`src/rtl/demux_route_ctrl.sv`:
```
// demux_route_ctrl: steering controller in front of a 1-to-2 demultiplexer.
// Buffers {dest, last, data} words in a small FIFO and routes them one burst
// at a time. The select is latched from the first word of a burst and held
// until the word marked last is consumed. One idle (bubble) cycle separates
// consecutive bursts.
// Optional build macro: DEMUX_ROUTE_STATS_EN adds per-line pop counters
// cnt_b / cnt_c (16-bit, wrapping).
module demux_route_ctrl #(
    parameter int DATA_W     = 2,
    parameter int FIFO_DEPTH = 4
) (
    input  logic              clk,
    input  logic              rst,
    input  logic [DATA_W-1:0] in_data,
    input  logic              in_dest,
    input  logic              in_last,
    input  logic              in_valid,
    output logic              in_ready,
    output logic [DATA_W-1:0] out_data,
    output logic              out_select,
    output logic              out_valid_b,
    output logic              out_valid_c,
    input  logic              ready_b,
    input  logic              ready_c,
    output logic              busy
`ifdef DEMUX_ROUTE_STATS_EN
    ,
    output logic [15:0]       cnt_b,
    output logic [15:0]       cnt_c
`endif
);

    localparam int ADDR_W  = $clog2(FIFO_DEPTH);
    localparam int PTR_W   = ADDR_W + 1;
    localparam int ENTRY_W = DATA_W + 2;

    typedef enum logic [0:0] {
        IDLE  = 1'b0,
        ROUTE = 1'b1
    } state_t;

    logic [ENTRY_W-1:0] mem_r [FIFO_DEPTH];
    logic [PTR_W-1:0]   wr_ptr_r;
    logic [PTR_W-1:0]   rd_ptr_r;
    state_t             state_r;
    state_t             state_next_s;
    logic               select_r;
    logic               select_next_s;

    logic               empty_s;
    logic               full_s;
    logic               push_s;
    logic               pop_s;
    logic [ENTRY_W-1:0] head_s;
    logic               head_dest_s;
    logic               head_last_s;
    logic [DATA_W-1:0]  head_data_s;

    // Pointers carry one extra wrap bit: equal pointers mean empty, equal
    // index with differing wrap bit means full.
    assign empty_s = (wr_ptr_r == rd_ptr_r);
    assign full_s  = (wr_ptr_r[PTR_W-1] != rd_ptr_r[PTR_W-1]) &&
                     (wr_ptr_r[ADDR_W-1:0] == rd_ptr_r[ADDR_W-1:0]);

    // No pass-through: a full FIFO refuses input even if it pops this cycle.
    assign in_ready = !full_s && !rst;
    assign push_s   = in_valid && in_ready;

    assign head_s      = mem_r[rd_ptr_r[ADDR_W-1:0]];
    assign head_dest_s = head_s[ENTRY_W-1];
    assign head_last_s = head_s[DATA_W];
    assign head_data_s = head_s[DATA_W-1:0];

    assign out_select = select_r;
    assign busy       = (state_r == ROUTE) || !empty_s;

    // FIFO storage write; contents are don't-care until the pointers cover them.
    always_ff @(posedge clk) begin
        if (push_s) begin
            mem_r[wr_ptr_r[ADDR_W-1:0]] <= {in_dest, in_last, in_data};
        end
    end

    // FIFO pointer update on push and pop.
    always_ff @(posedge clk or posedge rst) begin
        if (rst) begin
            wr_ptr_r <= {PTR_W{1'b0}};
            rd_ptr_r <= {PTR_W{1'b0}};
        end else begin
            if (push_s) begin
                wr_ptr_r <= wr_ptr_r + PTR_W'(1);
            end
            if (pop_s) begin
                rd_ptr_r <= rd_ptr_r + PTR_W'(1);
            end
        end
    end

    // Routing state and burst select register.
    always_ff @(posedge clk or posedge rst) begin
        if (rst) begin
            state_r  <= IDLE;
            select_r <= 1'b0;
        end else begin
            state_r  <= state_next_s;
            select_r <= select_next_s;
        end
    end

    // Next state, select latch, line valids, data drive and pop decision.
    always_comb begin
        state_next_s  = state_r;
        select_next_s = select_r;
        out_valid_b   = 1'b0;
        out_valid_c   = 1'b0;
        out_data      = {DATA_W{1'b0}};
        pop_s         = 1'b0;
        case (state_r)
            IDLE: begin
                // Latch the burst's line from its first word only.
                if (!empty_s) begin
                    select_next_s = head_dest_s;
                    state_next_s  = ROUTE;
                end else begin
                    state_next_s  = IDLE;
                end
            end
            ROUTE: begin
                // Per-word dest is ignored mid-burst; last ends the burst.
                if (!empty_s) begin
                    out_data    = head_data_s;
                    out_valid_b = !select_r;
                    out_valid_c = select_r;
                    pop_s       = select_r ? ready_c : ready_b;
                end else begin
                    pop_s       = 1'b0;
                end
                if (pop_s && head_last_s) begin
                    state_next_s = IDLE;
                end else begin
                    state_next_s = ROUTE;
                end
            end
            default: begin
                state_next_s = IDLE;
            end
        endcase
    end

`ifdef DEMUX_ROUTE_STATS_EN
    logic [15:0] cnt_b_r;
    logic [15:0] cnt_c_r;

    assign cnt_b = cnt_b_r;
    assign cnt_c = cnt_c_r;

    // Per-line pop counters, wrapping at 16 bits.
    always_ff @(posedge clk or posedge rst) begin
        if (rst) begin
            cnt_b_r <= 16'd0;
            cnt_c_r <= 16'd0;
        end else if (pop_s) begin
            if (select_r) begin
                cnt_c_r <= cnt_c_r + 16'd1;
            end else begin
                cnt_b_r <= cnt_b_r + 16'd1;
            end
        end
    end
`endif

endmodule

```
`config.mk`:
```
export PLATFORM = sky130hd
export DESIGN_NAME = demux_route_ctrl
export DESIGN_NICKNAME = d
export VERILOG_FILES = /design/src/rtl/demux_route_ctrl.sv
export SDC_FILE = /design/constraint.sdc
export NUM_CORES = 1
export LEC_CHECK = 0
export BUFFER_PORTS_ARGS = -buffer_cell sky130_fd_sc_hd__buf_2
export CORE_MARGIN = 2
export CORE_UTILIZATION = 49
export DETAILED_ROUTE_END_ITERATION = 16
export MAX_ROUTING_LAYER = met4
export PLACE_DENSITY = 0.73
export SYNTH_ARGS = -nofsm -noshare
export SYNTH_HDL_FRONTEND = slang
export SYNTH_SLANG_ARGS = --single-unit
```
`constraint.sdc`:
```
create_clock -name clk -period 1.85 [get_ports clk]
set_clock_uncertainty 0.1 [all_clocks]
set_input_delay 0.0925 -clock clk [delete_from_list [all_inputs] [get_ports clk]]
set_output_delay 0.0925 -clock clk [all_outputs]
set_load 0.1 [all_outputs]
```
Word level (Yosys, flattened, before mapping)
Memories as Yosys holds them, arrays and structs flattened.
Cells that the tools add are included.
{"block": "word_totals", "regBits": 8, "latch_bits": 0, "ramBits": 16, "mem_bits_ro": 0, "input_bits": 9, "output_inout_bits": 7, "wordCells": 37, "n_memories": 1}
{"block": "op_classes", "n_addsub": 2, "n_mul": 0, "div": 0, "magnitude_cmp": 0, "eq_ne": 3, "shifts": 0, "muxes": 15, "n_bitwise": 2, "n_reduce_logical": 10}
{"memory": "mem_r", "depth": 4, "width": 4, "rd": 1, "rd_clocked_by_memory_dff": 0, "wr": 1, "line_no": "42", "rtl": "logic [ENTRY_W-1:0] mem_r [FIFO_DEPTH];"}
{"op": "$mux 1", "count": 12}
{"op": "$add 3x1->3 const B", "count": 2}
{"op": "$logic_and 1x1->1", "count": 4}
{"op": "$logic_not 1->1", "count": 4}
{"op": "$mux 2", "count": 2}
{"op": "$eq 3x3->1", "count": 1}
{"op": "$eq 2x2->1", "count": 1}
{"op": "$not 1->1", "count": 2}
{"op": "$pmux 1 s2", "count": 1}
{"op": "$reduce_and 2->1", "count": 1}
{"op": "$logic_or 1x1->1", "count": 1}
{"op": "$ne 1x1->1", "count": 1}

Depth between registers and ports, before layout
{"block": "logic_depth", "word_depth": 7, "ltp_mapped": 5, "depth_no_buf": 4}

Worst setup path before layout
Ideal clock, no wire load.
{"block": "synth_timing", "kind": "reg-to-output", "from": "reg rd_ptr_r[1]", "to": "out in_ready", "arrival_ps": 2323, "t_required_ps": 1657, "path_slack_ps": -666, "path_stages_with_launch": 3, "path_buffers": 0, "cell_sequence": "dfrtp_1 > xnor2_2 > a31oi_1"}
{"block": "synth_via", "elab_chain_len": 4}
{"item": "start, declared", "line_no": "44", "rtl": "logic [PTR_W-1:0] rd_ptr_r;"}
{"item": "start signal, assigned", "line_no": "88", "rtl": "rd_ptr_r <= {PTR_W{1'b0}};"}
{"item": "start signal, assigned", "line_no": "94", "rtl": "rd_ptr_r <= rd_ptr_r + PTR_W'(1);"}
{"item": "$eq 2x2->1", "line_no": "63", "rtl": "(wr_ptr_r[ADDR_W-1:0] == rd_ptr_r[ADDR_W-1:0]);"}
{"item": "$logic_and 1x1->1", "line_no": "62", "rtl": "assign full_s = (wr_ptr_r[PTR_W-1] != rd_ptr_r[PTR_W-1]) &&"}
{"item": "$logic_not 1->1", "line_no": "66", "rtl": "assign in_ready = !full_s && !rst;"}
{"item": "$logic_and 1x1->1", "line_no": "66"}
{"item": "end, declared", "line_no": "18", "rtl": "output logic in_ready,"}
Every way passes these cells.

Final worst setup path
{"block": "layout_timing", "from": "reg rd_ptr_r[0]", "to": "out out_data[1]"}
{"block": "layout_via", "elab_chain_len": 3, "word_cells_on_any_way": 4, "classes_between": "eq/ne (1); mux (2); memory (1)"}
{"item": "$mem_v2 4x4 / $eq 3x3->1 (equally long branches)"}
{"item": "$mux 2 (*)", "line_no": "130", "rtl": "if (!empty_s) begin"}
{"item": "$mux 2 (*)", "line_no": "118", "rtl": "case (state_r)"}
{"item": "end, declared", "line_no": "19", "rtl": "output logic [DATA_W-1:0] out_data,"}
Every way passes the cells marked *; elsewhere a longest branch is shown, timed or not.

==> results.yml <==
status:
  status: "finished, final reports clean"
timing:
  setup_viol: 0
  slew_violations: 0
  post-route-period-util_pct: 98.9
  max_slew_margin_pct: 68.1
  timing.fmax_mhz: 546
  finalCriticalPeriod_ns: 1.83
  rsz0062_at_grt: "true"
  timing.final.hold_violations: 0
  tightestPinTransition_ns: 0.482
route:
  dr.pass1.iters: 2
  drtIter0Drc: 8
  routedWlPerCell_um: 15.0
  routed-via-count: 641
  drcViolationCount: 0
  viasPerCell: 5.01
  antenna_left: 0
  routed_wl_um: 1910
die:
  die_y_um: 52.2
  die_x_um: 52.2
  start_util_pct: 51.5
  io_pins: 16
  num_rows: 17
  core_um2: 2210
  die-area_um2: 2730
synth:
  synth_area_per_cell_um2: 16.7
  yosys-top-cells-area: "edfxtp_1 42%, dfrtp_1 18%, mux4_1 9.2%, ha_1 5.5%, mux2_2 3.0%"
  yosysTopAreaCellShare_pct: 42.2
  syn-num-nets: 82
  yosysWarnings: 0
  synth_cell_type_count: 25
  synth.yosys.seq_area_share_pct: 59.8
  synth_area_um2: 1140
  synthCells: 68
  synth-seq-cells: 24
  synth_top_cell_by_area: "edfxtp_1"
clocking:
  clk_latency_ns: 0.31
  tritoncts: "yes"
  cts_root_buffer: "clkbuf_4"
  clk_pin_slew_ns: 0.12
  cts_buffers: 3
  cts_buffer_depth: 2
  cts_sinks: 24
  htreeDepth: 1
worst_setup_path:
  endpoint_kind: "primary output"
  critPathKind: "flip-flop to primary output"
  setup.worst_path.start_class: "flip-flop"
  required_ns: 1.66
  crit_fanout: 4
  r2r_cells: 4
  cp.arrival_ns: 1.64
global_routing:
  grt_pass1_vias: 660
  grtUsageTotal_pct: 16.9
  grt_pass1_wl_um: 3050
  grt_overflow_total: 0
  grt_max_degree: 15
  antenna_found_initial: 0
flow_run:
  maxCapViolations: 0
placed_design:
  hpwlAfterDp_um: 1360
  io_buffers: 15
  gp_congestion: 0.696
  postPlaceCellArea_um2: 1320
finish:
  num_antenna_cells: 0
  drive_above_1_share_pct: 54.0
  areaGrowthSynthToFinish_pct: 34.9
  stdcell_area_um2: 1540
  nets: 115
min_path:
  hold_path.class: "primary input to flip-flop"
  hold_path_depth: 4
registers in the layout, indices dropped and copies added, names as in the netlist:
signal	flops
mem_r	16
out_select	1
rd_ptr_r	3
state_r	1
wr_ptr_r	3
timing repair:
item                                    CTS  global route
hold buffers                              5             0
endpoints found under the setup margin    5            21
endpoints found under the hold margin    24             0
pin swaps                                 2             3
gates resized for setup                  21             3
setup buffers                             4             2
final timing paths:
check,start,end,slack (ns)
max in group asynchronous,rst,rd_ptr_r[0],1.19
setup reg to reg,wr_ptr_r[2],mem_r[3][3],0.04
hold reg to reg,out_select,out_select,0.51
hold / removal,ready_c,rd_ptr_r[2],0.20
min in group asynchronous,rst,state_r,0.21
setup / recovery,rd_ptr_r[0],out_data[1],0.02
cell usage in the layout (no fill, tap or decap), types with 3 or more instances in the layout:
cell type      Yosys  layout
clkbuf_4           0       3
dfrtp_2            0       4
and2_4             1       4
inv_1              5       5
buf_2              0       9
edfxtp_1          16      16
mux2_2             3       3
ha_1               5       5
dfrtp_1            8       4
dlygate4sd3_1      0       5
buf_12             0       5
xnor2_1            3       3
buf_4              1       9
critical path, stage by stage (launching register included):
cell,delay (ns)
dfrtp_2,0.46
mux4_2,0.51
and3_4,0.20
buf_12,0.16
cell families after synthesis:
group	synth area share, %
adder cells (fa/ha/maj)	5.49
XOR/XNOR	7.36
buffers and inverters	2.31
AO/OA/AOI/OAI	3.96
flip-flops	59.8
multiplexers	12.2
AND/OR/NAND/NOR	8.90
per-layer routing:
metal	up-vias	track usage (%)	wire length, um
met5	-	-	0
met4	0	8.97	20
met3	2	3.43	78
met2	17	26.4	951
met1	312	21.1	863
li1	310	-	-
Yosys cell counts:
cell type	number
nand2_1	2
xnor2_1	3
dfrtp_1	8
and2_4	1
inv_1	5
xor2_1	1
edfxtp_1	16
mux4_1	4
or2_2	1
xor2_2	1
nor2_1	1
ha_1	5
nand4_1	1
a31oi_1	1
and3_1	3
a311oi_4	1
xnor2_2	2
o21ai_0	1
and2_2	3
o21a_1	1
buf_4	1
mux2_2	3
nor2b_1	1
nand3b_2	1
nand3_2	1
per-stage QoR:
stage	util [%]	cells	setup slack, ns	hold WS [ns]	setup TNS, ns
after global placement	59.8	113	0.0888	-0.00898	0
final	69.5	128	0.0201	0.203	0
after floorplan	-	68	-0.143	-0.192	-0.239
after CTS	68.6	126	-0.00908	0.193	-0.0175
after detailed placement	59.8	113	0.0608	-0.00503	0
after global routing	69.5	128	-0.0587	0.203	-0.228
cell type report:
type                       instances  area, um2
sequential                        24        686
inverter                           5       18.8
tap                               28       35.0
multi-input combinational         38        467
fill                             150        676
clock inverter                     1       30.0
timing repair buffer              29        278
clock buffer                       3       22.5
Power is not shown: default switching activity piles up to over one toggle a cycle in this logic, so the estimate is an artifact.
